[src/rtl/mcu_spi_pkg.sv]
// Shared types and constants for the MCU SPI control-link front end.
package mcu_spi_pkg;

  localparam int BYTE_W = 8;

  typedef enum logic [1:0] {
    IDLE,
    LOAD,
    SHIFT
  } frame_state_e;

endpackage

[src/rtl/spi_sync_edge.sv]
// Multi-flop synchroniser for one asynchronous SPI pin, with rise/fall
// detection against one further registered copy of the synced level.
module spi_sync_edge
  import mcu_spi_pkg::*;
#(
  parameter int   STAGES  = 2,
  parameter logic RST_VAL = 1'b0
) (
  input  logic clk,
  input  logic rst_n,
  input  logic din,
  output logic level,
  output logic rise,
  output logic fall
);

  logic [STAGES-1:0] sync_q, sync_d;
  logic              prev_q, prev_d;

  always_comb begin
    sync_d = {sync_q[STAGES-2:0], din};
    prev_d = sync_q[STAGES-1];
  end

  always_ff @(posedge clk or negedge rst_n) begin
    if (!rst_n) begin
      sync_q <= {STAGES{RST_VAL}};
      prev_q <= RST_VAL;
    end else begin
      sync_q <= sync_d;
      prev_q <= prev_d;
    end
  end

  assign level = sync_q[STAGES-1];
  assign rise  = level & ~prev_q;
  assign fall  = ~level & prev_q;

endmodule

[src/rtl/mcu_spi_slave.sv]
// MCU control-link SPI mode-0 slave: source select (BL616 / M0S Dock),
// clk32-domain byte deserialiser, MISO reply serialiser and interrupt line.
module mcu_spi_slave
  import mcu_spi_pkg::*;
#(
  parameter int SYNC_STAGES  = 2,
  parameter int EXT_DEBOUNCE = 2
) (
  input  logic              clk32,
  input  logic              reset_n,
  input  logic              int_sclk,
  input  logic              int_csn,
  input  logic              int_mosi,
  input  logic              ext_sclk,
  input  logic              ext_csn,
  input  logic              ext_mosi,
  output logic              miso,
  output logic              intn,
  output logic              ext_active,
  output logic              rx_strobe,
  output logic [BYTE_W-1:0] rx_data,
  output logic              rx_start,
  output logic              frame_active,
  input  logic [BYTE_W-1:0] tx_data,
  output logic              tx_load,
  input  logic              irq_set,
  input  logic              irq_clr
);

  localparam int                DEB_W    = $clog2(EXT_DEBOUNCE + 1);
  localparam logic [DEB_W-1:0]  DEB_LAST = DEB_W'(EXT_DEBOUNCE - 1);
  localparam int                CNT_W    = $clog2(BYTE_W);
  localparam logic [CNT_W-1:0]  BIT_LAST = CNT_W'(BYTE_W - 1);

  logic int_sclk_lvl, int_sclk_rise, int_sclk_fall;
  logic int_csn_lvl, int_csn_rise, int_csn_fall;
  logic ext_sclk_lvl, ext_sclk_rise, ext_sclk_fall;
  logic ext_csn_lvl, ext_csn_rise, ext_csn_fall;
  logic unused_sync_bits;

  spi_sync_edge #(.STAGES(SYNC_STAGES), .RST_VAL(1'b0)) u_int_sclk (
    .clk(clk32), .rst_n(reset_n), .din(int_sclk),
    .level(int_sclk_lvl), .rise(int_sclk_rise), .fall(int_sclk_fall));
  spi_sync_edge #(.STAGES(SYNC_STAGES), .RST_VAL(1'b1)) u_int_csn (
    .clk(clk32), .rst_n(reset_n), .din(int_csn),
    .level(int_csn_lvl), .rise(int_csn_rise), .fall(int_csn_fall));
  spi_sync_edge #(.STAGES(SYNC_STAGES), .RST_VAL(1'b0)) u_ext_sclk (
    .clk(clk32), .rst_n(reset_n), .din(ext_sclk),
    .level(ext_sclk_lvl), .rise(ext_sclk_rise), .fall(ext_sclk_fall));
  spi_sync_edge #(.STAGES(SYNC_STAGES), .RST_VAL(1'b1)) u_ext_csn (
    .clk(clk32), .rst_n(reset_n), .din(ext_csn),
    .level(ext_csn_lvl), .rise(ext_csn_rise), .fall(ext_csn_fall));

  // Frames end on the csn level, so csn rise and sclk level are not needed.
  assign unused_sync_bits = ^{int_sclk_lvl, ext_sclk_lvl, int_csn_rise, ext_csn_rise};

  logic [SYNC_STAGES-1:0] int_mosi_q, int_mosi_d, ext_mosi_q, ext_mosi_d;
  logic [DEB_W-1:0]       deb_cnt_q, deb_cnt_d;
  logic                   ext_active_q, ext_active_d;
  logic                   intn_q, intn_d;
  frame_state_e           state_q, state_d;
  logic [CNT_W-1:0]       bit_cnt_q, bit_cnt_d;
  logic [BYTE_W-1:0]      tx_shift_q, tx_shift_d;
  logic [BYTE_W-1:0]      rx_shift_q, rx_shift_d;
  logic [BYTE_W-1:0]      rx_data_q, rx_data_d;
  logic                   rx_strobe_q, rx_strobe_d;
  logic                   rx_start_q, rx_start_d;
  logic                   first_q, first_d;
  logic                   miso_q, miso_d;

  logic sel_csn, sel_csn_fall, sel_sclk_rise, sel_sclk_fall, sel_mosi, switching;

  always_comb begin
    int_mosi_d = {int_mosi_q[SYNC_STAGES-2:0], int_mosi};
    ext_mosi_d = {ext_mosi_q[SYNC_STAGES-2:0], ext_mosi};
  end

  assign sel_csn       = ext_active_q ? ext_csn_lvl   : int_csn_lvl;
  assign sel_csn_fall  = ext_active_q ? ext_csn_fall  : int_csn_fall;
  assign sel_sclk_rise = ext_active_q ? ext_sclk_rise : int_sclk_rise;
  assign sel_sclk_fall = ext_active_q ? ext_sclk_fall : int_sclk_fall;
  assign sel_mosi      = ext_active_q ? ext_mosi_q[SYNC_STAGES-1] : int_mosi_q[SYNC_STAGES-1];

  // Debounce counter saturates; the external source, once chosen, stays chosen.
  always_comb begin
    deb_cnt_d    = deb_cnt_q;
    ext_active_d = ext_active_q;
    if (ext_csn_lvl) begin
      deb_cnt_d = '0;
    end else begin
      if (deb_cnt_q != DEB_LAST) deb_cnt_d = deb_cnt_q + DEB_W'(1);
      if (deb_cnt_q == DEB_LAST) ext_active_d = 1'b1;
    end
  end

  assign switching = ext_active_d & ~ext_active_q;
  assign intn_d    = ~((~intn_q & ~irq_clr) | irq_set);

  always_comb begin
    state_d     = state_q;
    bit_cnt_d   = bit_cnt_q;
    tx_shift_d  = tx_shift_q;
    rx_shift_d  = rx_shift_q;
    rx_data_d   = rx_data_q;
    rx_strobe_d = 1'b0;
    rx_start_d  = 1'b0;
    first_d     = first_q;
    miso_d      = miso_q;
    case (state_q)
      IDLE: begin
        if (sel_csn_fall) begin
          state_d = LOAD;
          first_d = 1'b1;
        end
      end
      LOAD: begin
        tx_shift_d = tx_data;
        miso_d     = tx_data[BYTE_W-1];
        bit_cnt_d  = '0;
        state_d    = SHIFT;
      end
      SHIFT: begin
        if (sel_sclk_rise) begin
          rx_shift_d = {rx_shift_q[BYTE_W-2:0], sel_mosi};
          bit_cnt_d  = bit_cnt_q + CNT_W'(1);
          if (bit_cnt_q == BIT_LAST) begin
            rx_strobe_d = 1'b1;
            rx_data_d   = {rx_shift_q[BYTE_W-2:0], sel_mosi};
            rx_start_d  = first_q;
            first_d     = 1'b0;
          end
        // A zero count means the current byte has not shifted any bit yet,
        // so the trailing fall of the previous byte is not a data edge.
        end else if (sel_sclk_fall && bit_cnt_q != '0) begin
          miso_d     = tx_shift_q[BYTE_W-2];
          tx_shift_d = {tx_shift_q[BYTE_W-2:0], 1'b0};
        end
        if (rx_strobe_q) state_d = LOAD;
      end
      default: state_d = IDLE;
    endcase
    if (sel_csn || switching) state_d = IDLE;
  end

  always_ff @(posedge clk32 or negedge reset_n) begin
    if (!reset_n) begin
      int_mosi_q   <= '0;
      ext_mosi_q   <= '0;
      deb_cnt_q    <= '0;
      ext_active_q <= 1'b0;
      intn_q       <= 1'b1;
      state_q      <= IDLE;
      bit_cnt_q    <= '0;
      tx_shift_q   <= '0;
      rx_shift_q   <= '0;
      rx_data_q    <= '0;
      rx_strobe_q  <= 1'b0;
      rx_start_q   <= 1'b0;
      first_q      <= 1'b0;
      miso_q       <= 1'b0;
    end else begin
      int_mosi_q   <= int_mosi_d;
      ext_mosi_q   <= ext_mosi_d;
      deb_cnt_q    <= deb_cnt_d;
      ext_active_q <= ext_active_d;
      intn_q       <= intn_d;
      state_q      <= state_d;
      bit_cnt_q    <= bit_cnt_d;
      tx_shift_q   <= tx_shift_d;
      rx_shift_q   <= rx_shift_d;
      rx_data_q    <= rx_data_d;
      rx_strobe_q  <= rx_strobe_d;
      rx_start_q   <= rx_start_d;
      first_q      <= first_d;
      miso_q       <= miso_d;
    end
  end

  assign miso         = miso_q;
  assign intn         = intn_q;
  assign ext_active   = ext_active_q;
  assign rx_strobe    = rx_strobe_q;
  assign rx_data      = rx_data_q;
  assign rx_start     = rx_start_q;
  assign frame_active = ~sel_csn;
  assign tx_load      = (state_q == LOAD);

endmodule

[config.mk]
export PLATFORM = sky130hd
export DESIGN_NAME = mcu_spi_slave
export DESIGN_NICKNAME = d
export VERILOG_FILES = /design/src/rtl/mcu_spi_pkg.sv /design/src/rtl/spi_sync_edge.sv /design/src/rtl/mcu_spi_slave.sv
export SDC_FILE = /design/constraint.sdc
export NUM_CORES = 1
export LEC_CHECK = 0
export BUFFER_PORTS_ARGS = -buffer_cell sky130_fd_sc_hd__buf_2
export CAP_MARGIN = 10
export CORE_MARGIN = 2
export CORE_UTILIZATION = 58
export DETAILED_ROUTE_END_ITERATION = 6
export PLACE_DENSITY = 0.82
export SLEW_MARGIN = 20
export SYNTH_ARGS = -nofsm -noshare
export SYNTH_HDL_FRONTEND = slang
export SYNTH_SLANG_ARGS = --single-unit
[constraint.sdc]
create_clock -name clk32 -period 2.9 [get_ports clk32]
set_input_delay 0.29 -clock clk32 [delete_from_list [all_inputs] [get_ports clk32]]
set_output_delay 0.29 -clock clk32 [all_outputs]
set_load 0.005 [all_outputs]
* After elaboration in Yosys (flattened, before gate mapping) *
Index checks and enable logic that the tools add are counted.

operators by class
  $add $sub $neg = 2
  multipliers = 0
  div/mod/pow operators = 0
  bitwise gates (word level) = 20
  equal/unequal tests = 12
  $lt $le $gt $ge = 0
  reductions and logical operators = 13
  shifts and indexed selects = 0
  mux-type cells = 31

operators with widths
  operator                                                                  count
  1-bit two-way mux                                                         18
  7-bit two-way mux                                                         2
  7-bit one-hot mux with 2 select lines                                     1
  1-bit inverter                                                            11
  2-bit two-way mux                                                         5
  2-bit inequality test (second input constant)                             5
  1-bit AND                                                                 8
  3-bit inequality test (second input constant)                             2
  2-bit one-hot mux with 3 select lines                                     1
  3-bit one-hot mux with 2 select lines                                     1
  2-bit AND reduction                                                       3
  3-bit AND reduction                                                       2
  2-bit nonzero test                                                        3
  2-bit by 1-bit equality test with 1-bit output (second input constant)    2
  1-bit one-hot mux with 2 select lines                                     2
  4-bit AND reduction                                                       1
  3-bit by 1-bit adder with 3-bit output (second input constant)            1
  3-bit equality test (second input constant)                               1
  3-bit two-way mux                                                         1
  3-bit nonzero test                                                        1
  2-bit by 1-bit adder with 2-bit output (second input constant)            1
  2-bit equality test (second input constant)                               1
  2-bit logical NOT                                                         1
  2-bit by 1-bit inequality test with 1-bit output (second input constant)  1
  3 further kinds                                                           3

storage, ports and cells
  bits in writable memories = 0
  output and inout port bits = 15
  memories = 0
  memory bits (read-only) = 0
  bits of input ports = 18
  register bits after elaboration = 51
  logic and storage cells = 100
  latch bits = 0

* Logic depth before layout (Yosys ltp) *
Gate-level depths: netlist of run 1.

  depth after elaboration = 7
  mapped depth = 7
  depth with buffers taken out = 6

* Modules after synthesis *
Synthesis of run 1 repeated with hierarchy kept, for this count alone.

unflattened totals
  cells, all modules = 188
  area total of the unflattened synthesis = 2,209.6 um2

modules (own cells, without submodules)
  module                          instances  area each (um2)  seq. area each (um2)  cells each
  mcu_spi_slave                   1          1,841.8          977.2                 168
  spi_sync_edge (u_ext_csn ...)   2          93.8             78.8                  5
  spi_sync_edge (u_ext_sclk ...)  2          90.1             75.1                  5

* Least setup slack after synthesis of run 1 *
OpenSTA, ideal clock, no wires.

  kind = register to register
  start point = reg state_q[0]
  end point = reg rx_data_q[1], in the netlist rx_data[1]
  buffers on the path = 1
  slack = 1,167 ps
  arrival = 1,608 ps
  library setup time = 125 ps
  data required time = 2,775 ps
  stages on the path, launching flop included = 7
  cell sequence = dfrtp_1 -> inv_1 -> ha_1 -> and4bb_2 -> o21ai_0 -> buf_2 -> mux2_2

between the ends
  longest elaborated chain between the ends = 2

ends and longest elaborated chain
  what                           line                  text
  from (decl)                    mcu_spi_slave.sv:61   frame_state_e state_q, state_d;
  from (signal assigned)         mcu_spi_slave.sv:167  state_q <= state_d;
  2-bit equality test            mcu_spi_slave.sv:109  case (state_q)
  3-bit AND reduction (no line)  --
  to (signal assigned)           mcu_spi_slave.sv:171  rx_data_q <= rx_data_d;
  to (decl)                      mcu_spi_slave.sv:65   logic [BYTE_W-1:0] rx_data_q, rx_data_d;

No other way between the ends.
A chain may end at the register's enable or synchronous reset.

* Worst setup path after layout of run 1 *
  start point = reg state_q[0]
  end point = reg rx_shift_q[5]

between the ends
  longest elaborated chain between the ends = 2

ends and longest elaborated chain
  what                           line                  text
  2-bit equality test            mcu_spi_slave.sv:109
  2-bit AND reduction (no line)  --
  to (signal assigned)           mcu_spi_slave.sv:170  rx_shift_q <= rx_shift_d;
  to (decl)                      mcu_spi_slave.sv:64   logic [BYTE_W-1:0] rx_shift_q, rx_shift_d;

No other way between the ends.

==> results of run 1 <==
## critical path, delay by kind of cell, from the launching register on
family | cells | cell delay, ns
adders and majority gates | 1 | 0.39
muxes | 1 | 0.43
DFF | 1 | 0.43
buffers and inverters | 1 | 0.08
and+or+nand+nor | 2 | 0.97
## metal layers
layer	GRT usage, %	vias up
met4	10.3	0
met3	4.82	12
met2	30.8	37
met5	0	-
met1	24.1	589
li1	-	595
## timing repair
item / 4_1_cts / 5_1_grt
endpoints found under the hold margin: 5 / 46
setup buffers: 0 / 0
hold buffers: 5 / 3
## cells in the final DEF (no fill, tap or decap), types with 2 or more instances in the layout
cell type	instances
a21oi_1	2
mux2i_1	3
dfstp_2	7
clkbuf_4	5
dfrtp_1	44
nor2_1	10
nand3_1	5
inv_1	9
buf_2	31
ha_1	8
o21ai_0	8
nand2_1	6
buf_4	2
nand3b_1	2
a32o_1	2
mux2_2	27
dlygate4sd3_1	8
## state kept, by name (all words and copies together), names as in the netlist, 2 cells and up
signal / cells
u_int_csn.sync_q: 2
rx_shift_q: 7
ext_mosi_q: 2
state_q: 2
deb_cnt_q: 2
u_int_sclk.sync_q: 2
u_ext_sclk.sync_q: 2
bit_cnt_q: 3
u_ext_csn.sync_q: 2
rx_data: 8
int_mosi_q: 2
tx_shift_q: 7
## cell families (layout without fill, tap and decap cells)
logic type / after synthesis / after routing / synth area share, %
muxes: 30 / 30 / 16.3
buffers and inverters: 13 / 58 / 2.87
AOI/OAI and AO/OA: 15 / 15 / 4.95
DFF: 51 / 51 / 62.8
xor gates and xnor gates: 1 / 1 / 0.428
adders and majority gates: 8 / 8 / 4.89
and+or+nand+nor: 30 / 30 / 7.71
## power breakdown
part / internal [W] / switching [W] / leakage, nW
Sequential: 0.000826 / 0.0000658 / 0.633
Clock: 0.000120 / 0.000218 / 0.0345
Combinational: 0.000209 / 0.000195 / 0.525
## area by class of cell
| type | count | area (sq um) | area share (%) |
|---|---|---|---|
| multi-input cells | 84 | 702 | 29.3 |
| clock buffers | 6 | 51.3 | 2.14 |
| flip-flops and latches | 51 | 1280 | 53.6 |
| clock inverters | 2 | 16.3 | 0.679 |
| well taps | 46 | 57.6 | 2.40 |
| inverters | 9 | 33.8 | 1.41 |
| repair buffers | 41 | 250 | 10.4 |
## stage by stage
stage          hold WS, ns  setup WS [ns]
2_1_floorplan     -0.00559           1.17
3_3_place_gp         0.332          0.669
3_5_place_dp         0.335          0.527
4_1_cts            0.00727          0.497
5_1_grt              0.160          0.327
6_report             0.115          0.496
## how the worst max path moves through the flow
stage / startpoint / end / slack [ns]
floorplan: state_q[0] / rx_data[1] / 1.17
detailed placement: state_q[0] / rx_shift_q[5] / 0.53
global placement: state_q[0] / rx_shift_q[6] / 0.67
global route: state_q[0] / rx_shift_q[5] / 0.33
CTS: state_q[0] / rx_shift_q[5] / 0.50
finish: state_q[0] / rx_shift_q[5] / 0.50
## synthesized netlist by cell type, types with 2 or more instances
cell type and number:
dfrtp_1 44, a32o_1 2, mux2_2 27, o21ai_0 8, dfstp_2 7, nand3_1 5, buf_2 2, nor2_1 10
ha_1 8, a21oi_1 2, nand2_1 6, inv_1 9, mux2i_1 3, nand3b_1 2
==> impl_metrics.py, run 1 <==
metrics = {
    "status": {
        "status": "finished clean",
    },
    "die": {
        "dieArea_sq_um": 4020,
        "rows": 21,
        "start_util_pct": 60.8,
        "die-width_um": 63.4,
        "die_h_um": 63.4,
        "core_region_area_sq_um": 3360,
        "num_io_pins": 33,
    },
    "sta": {
        "setup_viol_count_final": 0,
        "min_period_over_period_pct": 82.9,
        "finalSetupTns_ns": 0,
        "slew_viol_final": 0,
        "grt_setup_unrepaired": "no",
        "worstMarginPinSlew_ns": 0.802,
        "timing.fmax_mhz": 416,
        "maxSlewHeadroom_pct": 46.4,
        "finalClockSkew_ns": 0.0125,
        "final_hold_viol_count": 0,
        "final.min_clock_period_ns": 2.40,
    },
    "layout": {
        "fin_area_sq_um": 2400,
        "fillers": 252,
        "area_growth_pct": 17.1,
        "drive_gt1_share_pct": 40.4,
        "num_antenna_cells": 0,
        "fin_cells": 239,
        "utilization_pct": 71.2,
        "nets": 218,
    },
    "synthesis": {
        "seq_area_frac_synth_pct": 62.8,
        "syn-num-nets": 174,
        "synth_edf_count": 0,
        "yosysTopAreaCellShare_pct": 53.8,
        "synth.avg_cell_area_sq_um": 13.8,
        "ys_async_sr_fraction_pct": 100,
        "yosys.area.top_type": "dfrtp_1",
        "ys_types": 27,
        "syn_area_sq_um": 2050,
        "synth_warnings": 0,
        "syn_inst": 148,
        "synth_flop_cell": "dfrtp_1",
        "ys_ff_latch": 51,
        "yosys-top-cells-area": "dfrtp_1, mux2_2, dfstp_2, ha_1, o21ai_0",
    },
    "global_routing": {
        "grt.overflow.total": 0,
        "grt_start_max_net_pins": 52,
        "antenna_found_initial": 0,
        "grt_first_pass_wirelength_um": 5830,
        "track_usage_pct": 19.2,
        "grt_pass1_vias": 1262,
    },
    "setup_path": {
        "reg2regPathDepth": 5,
        "cp_cell_sequence": "inv_1 > ha_1 > and4bb_2 > nor2_1 > mux2_2",
        "max_stage_delay_ns": 0.62,
        "cp.required_ns": 3.17,
        "start_kind": "register",
        "r2r_slack_ns": 0.50,
        "worst-setup-path-type": "reg -> reg",
        "r2r-start": "state_q[0]",
        "end_kind": "register",
        "rr_endpoint": "rx_shift_q[5]",
        "critPathMaxFanout": 14,
        "arrival_ns": 2.68,
        "crit_path_top_delay_cell": "nor2_1",
    },
    "detailed_routing": {
        "wirelength_um": 3360,
        "route.vias.total": 1233,
        "first_iter_violations": 19,
        "met3_length_um": 167,
        "vias_per_cell": 5.16,
        "routed.top_layer": "met4",
        "wl_met1_um": 1450,
        "dr.pass1.iters": 4,
        "dr_wl_met2_um": 1640,
        "wl_per_cell_um": 14.1,
        "drtAntennaViolNets": 0,
        "drc": 0,
    },
    "run": {
        "drv_cap": 0,
    },
    "clocking": {
        "ctsResizeCount": 0,
        "root_buffer": "clkbuf_4",
        "cts_buffers": 5,
        "cts.sinks": 51,
        "clk_latency_ns": 0.37,
        "clockBufferDepth": 2,
        "h-tree-depth": 2,
        "path_clk_slew_ns": 0.14,
        "cts_tree": "yes",
    },
    "power_and_ir_drop": {
        "power_density_nw_per_um2": 682,
        "power_w": 0.00163,
        "irDropWorstVdd_mv": 0.345,
        "leakage_nw": 1.19,
    },
    "place": {
        "dp_cells": 223,
        "io_buffers": 32,
        "placed_area_sq_um": 2250,
        "dpl.hpwl_um": 2350,
        "gp_congestion": 0.702,
    },
    "hold_path": {
        "holdPathStages": 3,
        "worstHoldStart": "irq_clr",
        "min_path_type": "in -> reg",
        "whs_endpoint": "intn",
    },
}
No activity file was read; power rests on OpenSTA's default activity.
==> run 2: changes to the inputs <==
- CORE_UTILIZATION: 58 -> 49
- PLACE_DENSITY: 0.82 -> 0.73
- clock period: 2.9 -> 2.1 ns (I/O delays scaled with it)
==> run 2 against run 1 <==
  * Sequential cell count unchanged
  * Sequential power increased by 38%
  * Clock power increased by 130%
  * Cell count increased by 3.3%
  * Power increased by 57%
  * Hold slack got worse by 0.10 ns
  * Combinational power increased by 37%
  * First-iteration DRC count decreased by 11%
  * Highest routed layer unchanged
  * Critical path depth increased by 1
  * Critical endpoint is now rx_data[3]
  * Via count increased by 1.6%
==> impl_metrics.py, run 2 (synthesized netlist as in run 1, its figures left out) <==
metrics = {
    "sta": {
        "worstMarginPinSlew_ns": 0.653,
        "maxSlewHeadroom_pct": 56.5,
        "grt_setup_unrepaired": "no",
        "min_period_over_period_pct": 89.2,
        "finalSetupTns_ns": 0,
        "final.min_clock_period_ns": 1.87,
        "timing.fmax_mhz": 534,
        "final_hold_viol_count": 0,
        "holdWs_ns": 0.0156,
        "slew_viol_final": 0,
        "finalClockSkew_ns": 0.00628,
        "setup_viol_count_final": 0,
    },
    "layout": {
        "drive_gt1_share_pct": 42.6,
        "seqCellArea_sq_um": 1280,
        "multiInputGateArea_sq_um": 702,
        "final_common_cell": "dfrtp_1",
        "num_antenna_cells": 0,
        "largest_reg_flops": 8,
        "layout_common_cells": "dfrtp_1, buf_2, mux2_2, nor2_1, inv_1",
        "nets": 222,
        "fin_area_sq_um": 2490,
        "fillers": 336,
        "area_growth_pct": 21.8,
    },
    "setup_path": {
        "end_kind": "register",
        "r2r_slack_ns": 0.23,
        "cp_cell_sequence": "inv_1 > ha_1 > and4bb_2 > o21ai_1 > buf_4 > mux2_2",
        "path_buf_inv": 2,
        "worst-setup-path-type": "reg -> reg",
        "cp.required_ns": 2.28,
        "cp_top_family": "flip-flops",
        "max_stage_delay_ns": 0.42,
        "critPathMaxFanout": 9,
        "r2r-start": "state_q[0]",
        "start_kind": "register",
        "rr_endpoint": "rx_data[3]",
        "crit_path_top_delay_cell": "dfrtp_1",
        "crit_cells": 6,
        "arrival_ns": 2.06,
        "reg2regPathDepth": 6,
    },
    "clocking": {
        "cts_buffers": 5,
        "clk_latency_ns": 0.29,
        "cts_tree": "yes",
        "root_buffer": "clkbuf_8",
        "path_clk_slew_ns": 0.09,
        "cts.sinks": 51,
        "h-tree-depth": 2,
        "clockBufferDepth": 2,
        "cts_setup_buffers": 0,
    },
    "die": {
        "die-width_um": 68.6,
        "rows": 23,
        "num_io_pins": 33,
        "dieArea_sq_um": 4710,
        "start_util_pct": 51.1,
        "core_region_area_sq_um": 4000,
        "die_h_um": 68.6,
    },
    "hold_path": {
        "holdPathStages": 2,
        "whs_endpoint": "intn",
        "worstHoldStart": "irq_set",
        "min_path_type": "in -> reg",
    },
    "detailed_routing": {
        "first_iter_violations": 17,
        "drtAntennaViolNets": 0,
        "wirelength_um": 3350,
        "drc": 0,
        "vias_per_cell": 5.07,
        "route.vias.total": 1253,
        "wl_per_cell_um": 13.6,
        "dr.pass1.iters": 4,
    },
    "power_and_ir_drop": {
        "power_w": 0.00256,
        "leakage_nw": 1.24,
        "power_density_nw_per_um2": 1030,
        "irDropWorstVdd_mv": 0.624,
    },
    "place": {
        "gp_congestion": 0.803,
        "dpl.hpwl_um": 2520,
        "io_buffers": 32,
        "placed_area_sq_um": 2300,
    },
    "global_routing": {
        "grt_pass1_vias": 1298,
        "track_usage_pct": 16.3,
        "antenna_found_initial": 0,
        "grt_start_max_net_pins": 31,
        "grt.overflow.total": 0,
        "grt_first_pass_wirelength_um": 5540,
    },
    "run": {
        "drv_cap": 0,
    },
    "status": {
        "status": "finished clean",
    },
}
[run 2: layout make-up]
class                   instances  area share, %
flip-flops and latches         51           51.6
multi-input cells              84           28.2
repair buffers                 45           10.9
clock buffers                   5           2.76
clock inverters                 3           2.71
well taps                      50           2.51
inverters                       9           1.36
[run 2: worst max path at each step]
stage,from,end
final,state_q[0],rx_data[3]
after global routing,state_q[0],rx_data[7]
after CTS,state_q[0],rx_data[3]
after detailed placement,state_q[0],rx_data[1]
after global placement,state_q[0],rx_data[7]
after floorplan,state_q[0],rx_data[1]
[run 2: timing repair]
action,CTS,global route
hold buffers,4,2
resized for setup,0,1
endpoints found under the setup margin,0,7
hold endpoints to repair,30,2
[run 2: worst register-to-register path, delay by kind of cell (launching register included)]
kind	cells	cell delay [ns]
AND/OR/NAND/NOR	1	0.26
AO/OA/AOI/OAI	1	0.21
multiplexers	1	0.35
buffers and inverters	2	0.31
adder cells (fa/ha/maj)	1	0.22
flip-flops	1	0.42
[run 2: metrics by stage]
step	util [%]	setup slack [ns]	std cells
3_5_place_dp	57.4	0.137	233
6_report	62.3	0.228	247
4_1_cts	61.8	0.109	245
5_1_grt	62.3	0.0811	247
3_3_place_gp	57.4	0.272	233
2_1_floorplan	-	0.367	148
[run 2: per-layer routing]
layer	vias to the layer above	wire [um]	track usage, %
li1	599	-	-
met4	0	42	8.25
met2	29	1790	28.5
met3	4	149	3.90
met5	-	0	0
met1	621	1370	18.5
[run 2: power by group]
part / switching, W / total [W] / internal, W
clock: 0.000302 / 0.000777 / 0.000475
combinational: 0.000261 / 0.000555 / 0.000294
sequential: 0.0000905 / 0.00123 / 0.00114
total: 0.000654 / 0.00256 / 0.00191
